$ cat config.mk
export PLATFORM = sky130hd
export DESIGN_NAME = regs_bank
export DESIGN_NICKNAME = d
export VERILOG_FILES = /design/src/rtl/regs_bank.sv
export SDC_FILE = /design/constraint.sdc
export NUM_CORES = 1
export LEC_CHECK = 0
export CAP_MARGIN = 10
export CELL_PAD_IN_SITES_DETAIL_PLACEMENT = 1
export CELL_PAD_IN_SITES_GLOBAL_PLACEMENT = 1
export CORE_AREA = 2 2 199 201
export CTS_CLUSTER_DIAMETER = 60
export CTS_CLUSTER_SIZE = 14
export DETAILED_ROUTE_END_ITERATION = 10
export DIE_AREA = 0 0 201 203
export GPL_ROUTABILITY_DRIVEN = 0
export GPL_TIMING_DRIVEN = 0
export HOLD_SLACK_MARGIN = 0.12
export PLACE_DENSITY = 0.67
export SLEW_MARGIN = 20
export SYNTH_ARGS = -nofsm -noshare
export SYNTH_HDL_FRONTEND = slang
export SYNTH_SLANG_ARGS = --single-unit
$ cat constraint.sdc
create_clock -name clk_sys -period 3.35 [get_ports clk_sys]
set_input_delay 0.335 -clock clk_sys [delete_from_list [all_inputs] [get_ports clk_sys]]
set_output_delay 0.335 -clock clk_sys [all_outputs]
set_load 0.005 [all_outputs]
$ cat src/rtl/regs_bank.sv
// Banked register file: one write port, two registered read ports with write-first bypass,
// and an optional zero-fill sweep after reset that holds busy high until every word is cleared.
module regs_bank #(
  parameter int WIDTH   = 16,
  parameter int REGS    = 8,
  parameter int BANKS   = 2,
  parameter bit CLR_RST = 1'b1,
  localparam int BW     = (BANKS > 1) ? $clog2(BANKS) : 1,
  localparam int AW     = $clog2(REGS)
) (
  input  logic             clk_sys,
  input  logic             clm,
  input  logic             wr,
  input  logic [BW-1:0]    wbank,
  input  logic [AW-1:0]    wa,
  input  logic [WIDTH-1:0] w,
  input  logic             rda,
  input  logic [BW-1:0]    rbanka,
  input  logic [AW-1:0]    raa,
  output logic [WIDTH-1:0] la,
  output logic             la_v,
  input  logic             rdb,
  input  logic [BW-1:0]    rbankb,
  input  logic [AW-1:0]    rab,
  output logic [WIDTH-1:0] lb,
  output logic             lb_v,
  output logic             busy
);

  localparam int DEPTH = BANKS * REGS;
  localparam int IW    = $clog2(DEPTH);
  localparam int CW    = IW + 1;

  typedef enum logic {ST_CLEAR, ST_RUN} state_e;

  // With a single bank the select bit falls off the top of the slice.
  function automatic logic [IW-1:0] flat_idx(input logic [BW-1:0] bank,
                                             input logic [AW-1:0] addr);
    logic [BW+AW-1:0] cat;
    cat = {bank, addr};
    return cat[IW-1:0];
  endfunction

  logic [WIDTH-1:0] mem_q [DEPTH];

  state_e           state_q, state_d;
  logic [CW-1:0]    cnt_q, cnt_d;
  logic             busy_q, busy_d;
  logic [WIDTH-1:0] la_q, la_d, lb_q, lb_d;
  logic             la_v_q, la_v_d, lb_v_q, lb_v_d;

  logic             mem_we;
  logic [IW-1:0]    mem_widx;
  logic [WIDTH-1:0] mem_wdata;
  logic [IW-1:0]    widx, ridx_a, ridx_b;

  assign widx   = flat_idx(wbank, wa);
  assign ridx_a = flat_idx(rbanka, raa);
  assign ridx_b = flat_idx(rbankb, rab);

  always_comb begin
    // NOTE: every signal assigned here gets a default first so no path leaves it unassigned (no latch).
    state_d   = state_q;
    cnt_d     = cnt_q;
    busy_d    = busy_q;
    la_d      = la_q;
    lb_d      = lb_q;
    la_v_d    = 1'b0;
    lb_v_d    = 1'b0;
    mem_we    = 1'b0;
    mem_widx  = widx;
    mem_wdata = w;

    if (state_q == ST_CLEAR) begin
      mem_we    = !clm;
      mem_widx  = cnt_q[IW-1:0];
      mem_wdata = '0;
      cnt_d     = cnt_q + 1'b1;
      if (cnt_q == CW'(DEPTH - 1)) begin
        state_d = ST_RUN;
        busy_d  = 1'b0;
      end
    end else begin
      mem_we = wr && !clm;
      la_v_d = rda;
      lb_v_d = rdb;
      // Write-first: a read hitting the word being written sees the incoming data.
      if (rda) la_d = (wr && (widx == ridx_a)) ? w : mem_q[ridx_a];
      if (rdb) lb_d = (wr && (widx == ridx_b)) ? w : mem_q[ridx_b];
    end
  end

  // NOTE: sequential state uses non-blocking assignments so every flop samples pre-edge values.
  always_ff @(posedge clk_sys) begin
    if (clm) begin
      state_q <= CLR_RST ? ST_CLEAR : ST_RUN;
      cnt_q   <= '0;
      busy_q  <= CLR_RST;
      la_q    <= '0;
      lb_q    <= '0;
      la_v_q  <= 1'b0;
      lb_v_q  <= 1'b0;
    end else begin
      state_q <= state_d;
      cnt_q   <= cnt_d;
      busy_q  <= busy_d;
      la_q    <= la_d;
      lb_q    <= lb_d;
      la_v_q  <= la_v_d;
      lb_v_q  <= lb_v_d;
    end
  end

  // NOTE: storage has no reset; the clear sweep (or nothing, when CLR_RST=0) defines its contents.
  always_ff @(posedge clk_sys) begin
    if (mem_we) mem_q[mem_widx] <= mem_wdata;
  end

  assign la   = la_q;
  assign la_v = la_v_q;
  assign lb   = lb_q;
  assign lb_v = lb_v_q;
  assign busy = busy_q;

endmodule
Word level (Yosys, flattened, before mapping)
Memories as Yosys holds them, arrays and structs flattened. A register that Yosys moved wholly into a read port is not among the register bits.
Cells that the tools add are included.
Word-level totals
  memories kept: 1
  input bits: 33
  output and inout port bits: 35
  logic and storage cells: 22
  bits in registers: 9
  RAM bits: 256
Cells by class
  reductions and logical operators: 6
  $add $sub $neg: 1
  eq/ne operators: 1
  mux-type cells: 7
  bitwise logic cells: 1
Memory list
  mem_q: words 16, width 16, rd ports 2, clocked after memory_dff 2, write ports 1, RTL line 44  | logic [WIDTH-1:0] mem_q [DEPTH];
Operator list (count)
  16-bit 2-to-1 mux: 1
  2-bit AND reduction: 3
  5-bit by 1-bit adder with 5-bit output, second input constant: 1
  5-bit by 4-bit == test with 1-bit output, second input constant: 1
  1-bit 2-to-1 mux: 5
  4-bit 2-to-1 mux: 1
  2-bit OR reduction: 1
  1-bit logical AND: 1
  1-bit logical NOT: 1
  1-bit NOT: 1

Depth between registers and ports, before layout
Gate-level depths: netlist of run 1.
  depth after elaboration: 5
  gate-level depth with buffers: 8
  depth with buffers taken out: 6

Worst setup path after synthesis of run 1
Ideal clock, no wire load.
  path type: reg-to-reg
  start: register state_q
  end: memory mem_q[6][0], enable pin
  stages on the path, launching flop included: 8
  library setup time: 0.388 ns
  period minus slack after synthesis: 2.438 ns
  path buffers: 3
  setup slack: 0.912 ns
  required time: 2.962 ns
  arrival: 2.050 ns
  cell sequence: dfxtp_1 > buf_6 > clkbuf_1 > clkbuf_1 > nand3_1 > o21ai_1 > nand2_1 > nor2_1
Between the ends
  cells in the longest elaborated chain, start to end: 3
  elaborated cells between the ends (all ways): 4
  those cells by class: mux (4)
RTL lines
  start: declaration: RTL line 46  | state_e state_q, state_d;
  start signal: assignment: RTL line 96  | state_q <= CLR_RST ? ST_CLEAR : ST_RUN;
  start signal: assignment: RTL line 104  | state_q <= state_d;
  1-bit 2-to-1 mux: RTL line 74  | if (state_q == ST_CLEAR) begin
  1-bit 2-to-1 mux: RTL line 116  | if (mem_we) mem_q[mem_widx] <= mem_wdata;
  1-bit 2-to-1 mux (implied by the code): RTL line 116
  end: declaration: RTL line 44
Several ways; a longest one is shown, not always the timed one.

==> results by group, run 1 <==
Outcome
  • Status: complete, no violations

Worst setup path
  • Critical path type: in2reg
  • Maximum fanout count along the critical path: 10
  • Slowest cell on the critical path: clkbuf_1
  • Crit path DAT: 3.42 ns
  • Crit path top cell by count: clkbuf_1
  • WP data required: 3.79 ns
  • Crit start category: input port
  • Bufs and invs on worst path: 3
  • Max incr delay on CP: 0.76 ns
  • Crit path max-delay family: buffers and inverters
  • Crit-path cells: clkdlybuf4s50_1, clkbuf_1, clkbuf_1, mux4_2, a22oi_1, a21oi_1, a221o_1
  • Critical Path End Type: flop

Place
  • Count of input and output buffers: 67
  • Placed insts: 1320
  • Worst slack, placed: -0.1789 ns
  • HPWL after DPL: 26580 microns

Cells and area
  • Final Non-Filler Cells: 1365
  • Number of diodes: 0
  • Core Util, Final: 0.4058
  • Reg area: between 8000 and 9000 sq um
  • Nets: 864
  • Synth-to-Final Area Change: 16.88%
  • Fill cells: 3752
  • Share of layout cells above drive strength 1: 0.2468
  • Multi-input gate area: 4643 sq um

Yosys
  • Mapped Cells: 724
  • Syn_nets: 759
  • Cell taking the most area after synthesis: edfxtp_1
  • Mapped Area: 13360 sq um
  • Ys flop type: edfxtp_1
  • Synth top area share: 0.5756
  • Largest cells by area after synthesis: edfxtp_1 58%, mux4_2 22%, dfxtp_1 6.1%
  • Asr flop ratio synth: 0
  • Netlist cell types: 34
  • Post-synth EDFFs: between 200 and 300
  • Syn Area/Cell: roughly 18 sq um
  • Synth warn: 0
  • FF+latch count, synth: between 200 and 300
  • Seq/Total Area, Yosys: 0.6370

GRT
  • Initial antenna violation count: 0
  • Grt total ovfl: 0
  • GRT Total Usage: 0.1851
  • Number of global-route vias before repair: 8137
  • First-pass GRT wire length: around 56000 microns
  • Largest net degree at the start of global routing: 17

Die
  • Total core area: 38470 sq um
  • # rows: 72
  • Chip height: 203 microns
  • Die width: 201 microns
  • Die area: 40800 sq um
  • Initial Util: 0.3472
  • I/O Pins: 68

Timing
  • Maximum clock frequency: ~340 MHz
  • Tcrit/Tclk final: 0.8906
  • Slew headroom: 0.2918
  • Fin. Hold Viols: 0
  • Tmin final: 2.984 ns
  • Final setup viols: 0
  • Setup slack after layout: ~0.37 ns
  • RSZ-0062 raised after global routing: no
  • Hold WS: 0.4631 ns
  • Slew Limit Fails: 0
  • Worst slew pin tran: 1.062 ns
  • Clk_skew: 0.01718 ns

CTS
  • Hold_buf cts: 0
  • Clock latency on the worst-skew pair: 0.54 ns
  • Reg clk slew, reported paths: around 0.070 ns
  • Postcts setup bufs: 0
  • Sink Count: 297
  • Clock buffer count from CTS: 25
  • TritonCTS clock tree: done
  • CTS max path bufs: 3
  • CTS root buf: clkbuf_16
  • Post-CTS resize count: 0
  • H-tree Lvls: 1

Power
  • Switching Share: 0.2256
  • Int Pwr: about 5.7 mW
  • Combinational power share: 0.078
  • Cell Pwr Density: 469.5 nW/um^2
  • Clock share of power: 0.372
  • Tot Pwr: between 7 and 8 mW
  • Net Sw Power: 1.654 mW
  • Leak Pwr: 4.981 nW
  • Flop pwr share: 0.549
  • Peak supply drop: 0.4379 mV

Routing
  • First DRT Iteration DRCs: slightly below 900
  • Drt first pass iters: 5
  • Drc violations: 0
  • Drt via density: 5.830
  • Final wirelength: between 30000 and 40000 microns
  • Routed wire per std cell: between 20 and 30 microns
  • DR vias: 7958
  • Detail Route Antenna Nets: 0

Run
  • Max-cap viol count: 0

Hold path
  • Hold Crit Class: in2reg
-- metrics by stage --
stage / setup TNS, ns / cell area [sq um]
floorplan: 0 / 13360
global placement: -33.94 / 14680
detailed placement: -1.342 / 14890
CTS: 0 / 15610
global route: 0 / 15610
finish: 0 / 15610
-- cell type report --
type / instances / share of cell area
Tap cell: 518 / 0.04152
Sequential cell: 297 / 0.5450
Clock inverter: 3 / 0.001363
Multi-Input combinational cell: 367 / 0.2974
Timing Repair Buffer: 78 / 0.05258
Clock buffer: 42 / 0.04480
Buffer: 56 / 0.01635
Inverter: 4 / 0.0009618
-- state kept, by name, summed over array words and instances (netlist names) --
signal   count
mem_q      256
lb          16
cnt_q        5
busy         1
la          16
la_v         1
lb_v         1
state_q      1
-- worst paths after layout --
| check | from | end | slack, ns | cells past startpoint |
|---|---|---|---|---|
| hold reg to reg | busy | busy | 0.48 | 1 |
| setup reg to reg | state_q | mem_q[8][8] | 0.52 | 5 |
| setup / recovery | raa[1] | la[8] | 0.37 | 7 |
| hold / removal | w[6] | la[6] | 0.46 | 2 |
-- placed cells by master, fill, tap and decap left out, types with 6 or more instances in the layout --
cell and count:
nor2_2 11, clkbuf_1 46, xor2_1 6, clkdlybuf4s50_1 67, buf_6 7, mux4_2 128, and2_1 22, buf_2 18
clkbuf_16 25, a22oi_1 64, buf_8 7, a221o_1 32, dfxtp_1 41, nand2_1 7, edfxtp_1 256, nor2_1 16
nor2b_1 9, a21oi_1 36
-- power groups by stage --
stage | Sequential (mW) | Combinational [mW] | Clock (mW)
6_report | 4.03 | 0.575 | 2.73
2_1_floorplan | 4.10 | 0.351 | 0
3_3_place_gp | 4.11 | 0.551 | 0
4_1_cts | 4.03 | 0.577 | 2.76
5_1_grt | 4.03 | 0.609 | 2.88
3_5_place_dp | 4.11 | 0.575 | 0
-- metal layers --
metal | part of all wire | track usage | vias to the layer above
li1 | - | - | 3305
met1 | 0.43 | 0.2594 | 4296
met2 | 0.50 | 0.3128 | 300
met3 | 0.057 | 0.01557 | 57
met4 | 0.021 | 0.04788 | 0
met5 | 0 | 0 | -
-- cell families after synthesis --
| kind of cell | count (synthesis) | share of synthesized area |
|---|---|---|
| compound gates | 142 | 0.08216 |
| fa+ha+maj | 2 | 0.001873 |
| buf+inv | 60 | 0.02023 |
| flops | 297 | 0.6370 |
| mux | 135 | 0.2230 |
| xor+xnor | 11 | 0.007213 |
| simple gates | 77 | 0.02857 |
-- Yosys cell counts (3+ instances only) --
master	instances
a21oi_1	36
clkbuf_1	30
inv_1	4
a221o_1	32
and2_1	22
nor2_1	32
xor2_1	6
buf_2	18
mux2i_1	5
dfxtp_1	41
a22oi_1	64
buf_1	5
mux4_2	128
edfxtp_1	256
nor2b_1	9
xnor2_1	5
nand2_1	7
buf_6	3
(Power assumes the default switching activity.)
==> run 2, diff against run 1 <==
SKIP_LAST_GASP = 1   (was unset)
==> results of run 2 <==
Same layout as run 1: the final DEF is identical, and so are final timing and power.
==> run 3, diff against run 2 <==
==> constraint.sdc (replaced) <==
create_clock -name clk_sys -period 3.35 [get_ports clk_sys]
set_input_delay 0.5025 -clock clk_sys [delete_from_list [all_inputs] [get_ports clk_sys]]
set_output_delay 0.5025 -clock clk_sys [all_outputs]
set_load 0.005 [all_outputs]
==> results of run 3 <==
Same layout as run 1 (identical final DEF). Status: complete, no violations.
Main changes from that run: setup slack after placement -0.1789 ns -> -0.3464 ns; setup slack after layout 0.3665 ns -> 0.1990 ns; hold slack 0.4631 ns -> 0.4842 ns; end point of the worst hold path la[6] -> busy
